<file path="src/rtl/ps2_host_tx.sv">
// PS/2 host-to-device transmitter: request-to-send, 11-bit frame clocked by the device,
// ack check and whole-transfer timeout. Lines are driven open-drain via pull-low enables.
module ps2_host_tx #(
    parameter int INHIBIT_CYCLES = 5000,
    parameter int TIMEOUT_CYCLES = 1000000
) (
    input  logic       clk,
    input  logic       rst,
    input  logic       wr_ps2,
    input  logic [7:0] din,
    input  logic       ps2c_in,
    input  logic       ps2d_in,
    output logic       ps2c_oe,
    output logic       ps2d_oe,
    output logic       busy,
    output logic       tx_done_tick,
    output logic       tx_err_tick
);
    localparam int CNT_MAX = (TIMEOUT_CYCLES > INHIBIT_CYCLES) ? TIMEOUT_CYCLES : INHIBIT_CYCLES;
    localparam int CW = $clog2(CNT_MAX + 1);
    localparam logic [CW-1:0] INH_LAST = CW'(INHIBIT_CYCLES - 1);
    localparam logic [CW-1:0] INH_PRE  = CW'(INHIBIT_CYCLES - 2);
    localparam logic [CW-1:0] TO_LAST  = CW'(TIMEOUT_CYCLES - 1);

    typedef enum logic [2:0] {IDLE, RTS, START, DATA, STOP, WAIT_IDLE} state_t;

    state_t          state_reg;
    logic [1:0]      c_filt_reg;
    logic            c_level_reg;
    logic            c_level_next;
    logic            fall;
    logic [1:0]      d_sync_reg;
    logic [8:0]      shift_reg;
    logic [3:0]      n_reg;
    logic [CW-1:0]   cnt_reg;
    logic            ps2c_oe_reg;
    logic            ps2d_oe_reg;
    logic            busy_reg;
    logic            done_reg;
    logic            err_reg;

    // Level only changes after two agreeing samples, so single-cycle glitches are absorbed.
    always_comb begin
        c_level_next = c_level_reg;
        if (c_filt_reg == 2'b11)
            c_level_next = 1'b1;
        else if (c_filt_reg == 2'b00)
            c_level_next = 1'b0;
    end

    assign fall = c_level_reg & ~c_level_next;

    always_ff @(posedge clk) begin
        if (rst) begin
            c_filt_reg  <= 2'b00;
            c_level_reg <= 1'b0;
        end else begin
            c_filt_reg  <= {ps2c_in, c_filt_reg[1]};
            c_level_reg <= c_level_next;
        end
    end

    generate
        for (genvar gi = 0; gi < 2; gi++) begin : g_dsync
            if (gi == 0) begin : g_first
                always_ff @(posedge clk) begin
                    if (rst) d_sync_reg[gi] <= 1'b0;
                    else     d_sync_reg[gi] <= ps2d_in;
                end
            end else begin : g_rest
                always_ff @(posedge clk) begin
                    if (rst) d_sync_reg[gi] <= 1'b0;
                    else     d_sync_reg[gi] <= d_sync_reg[gi-1];
                end
            end
        end
    endgenerate

    always_ff @(posedge clk) begin
        if (rst) begin
            state_reg   <= IDLE;
            shift_reg   <= '0;
            n_reg       <= '0;
            cnt_reg     <= '0;
            ps2c_oe_reg <= 1'b0;
            ps2d_oe_reg <= 1'b0;
            busy_reg    <= 1'b0;
            done_reg    <= 1'b0;
            err_reg     <= 1'b0;
        end else begin
            done_reg <= 1'b0;
            err_reg  <= 1'b0;
            if (state_reg != IDLE && state_reg != RTS && cnt_reg == TO_LAST) begin
                // One budget for the whole frame, measured from clock release
                ps2c_oe_reg <= 1'b0;
                ps2d_oe_reg <= 1'b0;
                err_reg     <= 1'b1;
                state_reg   <= IDLE;
            end else begin
                case (state_reg)
                    IDLE: begin
                        busy_reg    <= 1'b0;
                        ps2c_oe_reg <= 1'b0;
                        ps2d_oe_reg <= 1'b0;
                        if (wr_ps2 && !busy_reg) begin
                            shift_reg   <= {~^din, din};
                            n_reg       <= '0;
                            cnt_reg     <= '0;
                            ps2c_oe_reg <= 1'b1;
                            busy_reg    <= 1'b1;
                            state_reg   <= RTS;
                        end
                    end
                    RTS: begin
                        if (cnt_reg == INH_LAST) begin
                            ps2c_oe_reg <= 1'b0;
                            ps2d_oe_reg <= 1'b1;
                            cnt_reg     <= '0;
                            state_reg   <= START;
                        end else begin
                            cnt_reg <= cnt_reg + 1'b1;
                            if (cnt_reg == INH_PRE)
                                ps2d_oe_reg <= 1'b1;
                        end
                    end
                    START: begin
                        cnt_reg <= cnt_reg + 1'b1;
                        if (fall) begin
                            ps2d_oe_reg <= ~shift_reg[0];
                            n_reg       <= '0;
                            state_reg   <= DATA;
                        end
                    end
                    DATA: begin
                        cnt_reg <= cnt_reg + 1'b1;
                        if (fall) begin
                            if (n_reg == 4'd8) begin
                                ps2d_oe_reg <= 1'b0;
                                state_reg   <= STOP;
                            end else begin
                                shift_reg   <= shift_reg >> 1;
                                ps2d_oe_reg <= ~shift_reg[1];
                                n_reg       <= n_reg + 1'b1;
                            end
                        end
                    end
                    STOP: begin
                        cnt_reg     <= cnt_reg + 1'b1;
                        ps2d_oe_reg <= 1'b0;
                        if (fall) begin
                            if (!d_sync_reg[1]) begin
                                state_reg <= WAIT_IDLE;
                            end else begin
                                err_reg   <= 1'b1;
                                state_reg <= IDLE;
                            end
                        end
                    end
                    WAIT_IDLE: begin
                        cnt_reg <= cnt_reg + 1'b1;
                        if (c_filt_reg[0] && d_sync_reg[1]) begin
                            done_reg  <= 1'b1;
                            state_reg <= IDLE;
                        end
                    end
                    default: state_reg <= IDLE;
                endcase
            end
        end
    end

    assign ps2c_oe      = ps2c_oe_reg;
    assign ps2d_oe      = ps2d_oe_reg;
    assign busy         = busy_reg;
    assign tx_done_tick = done_reg;
    assign tx_err_tick  = err_reg;
endmodule

</file>
<file path="config.mk">
export PLATFORM = sky130hd
export DESIGN_NAME = ps2_host_tx
export DESIGN_NICKNAME = d
export VERILOG_FILES = /design/src/rtl/ps2_host_tx.sv
export SDC_FILE = /design/constraint.sdc
export NUM_CORES = 1
export LEC_CHECK = 0
export ABC_CLOCK_PERIOD_IN_PS = 3700
export CORE_AREA = 2 2 71 90
export DETAILED_ROUTE_END_ITERATION = 8
export DIE_AREA = 0 0 73 92
export PLACE_DENSITY = 0.62
export SYNTH_ARGS = -nofsm -noshare
export SYNTH_HDL_FRONTEND = slang
export SYNTH_SLANG_ARGS = --single-unit
</file>
<file path="constraint.sdc">
create_clock -name clk -period 3.7 [get_ports clk]
set_input_delay 0.555 -clock clk [delete_from_list [all_inputs] [get_ports clk]]
set_output_delay 0.555 -clock clk [all_outputs]
set_load 0.005 [all_outputs]
</file>
==> results.txt <==
----------------------------------------------------
[Status]
  Status ... finished clean

[Clock network]
  Depth of the CTS H-tree ... 2
  Clock tree from TritonCTS ... built
  Number of buffers inserted during clock tree synthesis ... 5
  Clock sink count ... 46
  Clock slew seen by the registers of the worst setup and hold paths ... roughly 0.070 ns
  Resized cells post-CTS ... 0
  Worst skew pair latency ... 0.30 ns
  Number of buffers inserted by hold repair at cts ... 0
  Max clock buf depth ... 2
  Setup Fix Bufs, Post-CTS ... 0
  Clk root buf ... clkbuf_8

[Routing]
  DR vias ... 2216
  Detailed-route wire length per cell ... 15.8 um
  Routed WL ... 5850 um
  Detailed router's first-iteration violation count ... 124
  Residual DRC count ... 0
  Length of the first detailed-routing pass in iterations ... 4
  Vias per cell ... ~6
  Remaining antenna violation count ... 0

[Yosys]
  Mean post-synth cell area ... around 8.8 um2
  Yosys warnings ... 0
  Top cell types by occurrence after synthesis ... dfxtp_1 (46), a21oi_1 (20), nor2_1 (19)
  Prevailing post-synth register cell ... dfxtp_1
  Count of cell types in the netlist ... 60
  Dominant cells by area after synthesis ... dfxtp_1 (36%), xnor2_1 (4.1%), a21oi_1 (3.9%), mux2i_1 (3.1%), a311oi_1 (3.1%)
  Flops & latches, synth ... 46
  Share of the synthesized area in the top cell type ... 35.8%
  Async S/R FF share, synth ... 0%
  Most frequent cell after synthesis ... dfxtp_1
  Synthesized Nets ... ~310
  Post-synth design cell area ... ~0.0026 mm2
  Post-synthesis cell count ... 292
  EDFF count, synth ... 0
  Area leader, netlist ... dfxtp_1
  Sequential area share after synthesis ... 35.8%

[Die]
  Total Die Area ... 0.00672 mm2
  Die boundary height ... between 90 and 100 um
  Ports placed on the boundary ... 18
  Initial Utilization ... 43.1%
  Core box area ... 0.00597 mm2
  Die W ... 73 um
  Floorplan row count ... 32

[Layout]
  Number of antenna diodes ... 0
  Largest register FFs ... 20
  Nets ... 319
  Number of fillers in the final layout ... 610
  Share of cells above drive strength 1 ... 5.96%
  Final cell count without fillers ... 370
  Area growth from synthesis to layout ... 10.3%

[Critical path]
  Reg2reg start ... state_reg[2]$_SDFFE_PP0P_
  Endpoint class of the critical path ... flop
  Setup crit end ... n_reg[2]$_SDFFE_PP0P_
  Family of cells with the greatest summed delay on the critical path ... simple AND/OR/NAND/NOR gates
  Crit path required time ... 3.90 ns
  Critical Path Fanout Max ... 21
  Register-to-register setup slack ... about 1.3 ns
  WS Path Type ... flop to flop
  Worst Reg2Reg Path Length in Cells ... 5
  Count of buffer and inverter cells on the critical path ... 0
  Ordered cell list for the critical path ... nor2_1 -> nor3b_1 -> and4_1 -> nor3_1 -> o32ai_1
  Stages on worst setup path ... 5
  Startpoint types ... flop
  Endpoint of the most critical register-to-register path ... n_reg[2]$_SDFFE_PP0P_
  Arrival @ worst endpoint ... approximately 2.6 ns
  Worst path slowest cell ... dfxtp_1
  CP max stage delay ... 0.72 ns
  Start point of the critical path ... state_reg[2]$_SDFFE_PP0P_

[STA]
  Highest attainable clock frequency ... 414 MHz
  Final hold slack ... 0.442 ns
  Setup violations, final ... 0
  Transition at the pin with the smallest max-transition slack ... 0.626 ns
  Max Transition Viols Final ... 0
  Final Critical Period ... 2.41 ns
  Post-Route Setup TNS ... 0 ns
  Worst setup skew after layout ... between 0.01 and 0.015 ns
  RSZ-0062 raised after global routing ... no
  Fraction of the cycle the final worst path needs ... 65.2%
  Hold Vio Cnt, Final ... 0
  Headroom to the max-slew limit ... about three fifths

[Power]
  Relative contribution of sequential cells to total power ... 56.2%
  Cell-internal power ... 702 uW
  Combinational share of power ... 13.0%
  Part of the total power dissipated in the clock network ... a little under a third
  Net switching power ... 242 uW
  Switching portion of total power ... 25.6%
  Highest ir drop seen on vdd ... 0.169 mV
  Leakage power of the design ... 0.000931 uW
  Power density cells ... 333 mW/mm2

[Placement]
  Number of cells after detailed placement ... ~360
  Number of buffers inserted by port buffering ... 17
  Post-detailed-placement half-perimeter wirelength ... 4160 um
  Final Wtd Congestion ... 0.810

[GRT]
  Overall track demand over capacity in global routing ... 19.2%
  Via count of the first global-routing pass ... about 2200
  Pin count of the biggest net entering global routing ... 22
  Overflow left after global routing ... 0
  Antenna violations before repair ... 0
  First-pass GRT wire length ... 10300 um

[Run]
  Number of max-capacitance violations reported ... 0

[Min path]
  Worst min-delay path category ... flop to flop

----------------------------------------------------
[power groups by stage]
stage / sequential, uW / clock (uW) / combinational [uW]
2_1_floorplan: 535 / 0 / 93.7
3_3_place_gp: 543 / 0 / 122
3_5_place_dp: 543 / 0 / 123
4_1_cts: 531 / 304 / 124
5_1_grt: 534 / 322 / 138
6_report: 531 / 291 / 123
[how the worst min path moves through the flow]
stage | endpoint | slack (ns) | cells past startpoint | startpoint
after floorplan | d_sync_reg[1]$_SDFF_PP0_ | 0.41 | 1 | d_sync_reg[0]$_SDFF_PP0_
after global placement | d_sync_reg[1]$_SDFF_PP0_ | 0.42 | 1 | d_sync_reg[0]$_SDFF_PP0_
after detailed placement | d_sync_reg[1]$_SDFF_PP0_ | 0.43 | 1 | d_sync_reg[0]$_SDFF_PP0_
after CTS | d_sync_reg[1]$_SDFF_PP0_ | 0.45 | 1 | d_sync_reg[0]$_SDFF_PP0_
after global routing | d_sync_reg[1]$_SDFF_PP0_ | 0.46 | 1 | d_sync_reg[0]$_SDFF_PP0_
final | d_sync_reg[1]$_SDFF_PP0_ | 0.44 | 1 | d_sync_reg[0]$_SDFF_PP0_
[cell usage in the layout (no fill, tap or decap), drive strengths merged, types with 3 or more instances in the layout]
cell,instances
clkdlybuf4s50,17
a31oi,4
o22ai,3
nand2b,3
and4,3
o31ai,7
nor3,9
or3,3
buf,3
a21oi,21
xnor2,12
nand4,7
nor2,19
nand2,12
inv,12
dfxtp,46
o21a,3
and2,6
and3,4
ha,4
xor2,7
nor2b,4
o41ai,3
nand3,12
or4,7
nor4,4
a311oi,9
a211oi,3
o21ai,9
nor3b,4
clkbuf,7
mux2i,8
[kinds of logic after synthesis]
logic type               count (synthesis)  share of synthesized area (%)
AO/OA/AOI/OAI                           77                           22.0
XOR/XNOR                                19                           6.47
adder cells (fa/ha/maj)                  4                           1.95
buffers and inverters                   29                           5.21
flip-flops                              46                           35.8
multiplexers                             8                           3.11
AND/OR/NAND/NOR                        109                           25.4
[routing by layer]
| metal | track usage (%) | part of all wire [%] |
|---|---|---|
| met3 | 3.74 | 2.7 |
| met2 | 31.3 | 52 |
| met4 | 8.02 | 1.7 |
| met5 | 0 | 0 |
| met1 | 24.1 | 44 |
[metrics by stage]
| stage | total power, uW | cell area [um2] | setup WS (ns) | util [%] |
|---|---|---|---|---|
| finish | 945 | 2840 | 1.29 | 47.5 |
| global route | 995 | 2840 | 1.13 | 47.5 |
| CTS | 959 | 2840 | 1.37 | 47.5 |
| detailed placement | 666 | 2760 | 1.15 | 46.3 |
| global placement | 665 | 2760 | 1.18 | 46.3 |
| floorplan | 628 | 2570 | 1.77 | - |
[layout make-up]
type / count / area (um2) / share of cell area, %
inverter: 12 / 45.0 / 1.59
multi-input combinational: 217 / 1520 / 53.5
timing repair buffer: 20 / 193 / 6.79
clock buffer: 7 / 76.3 / 2.69
sequential: 46 / 921 / 32.5
tap: 68 / 85.1 / 3.00
Note: power is estimated with default switching activity, not from simulation.
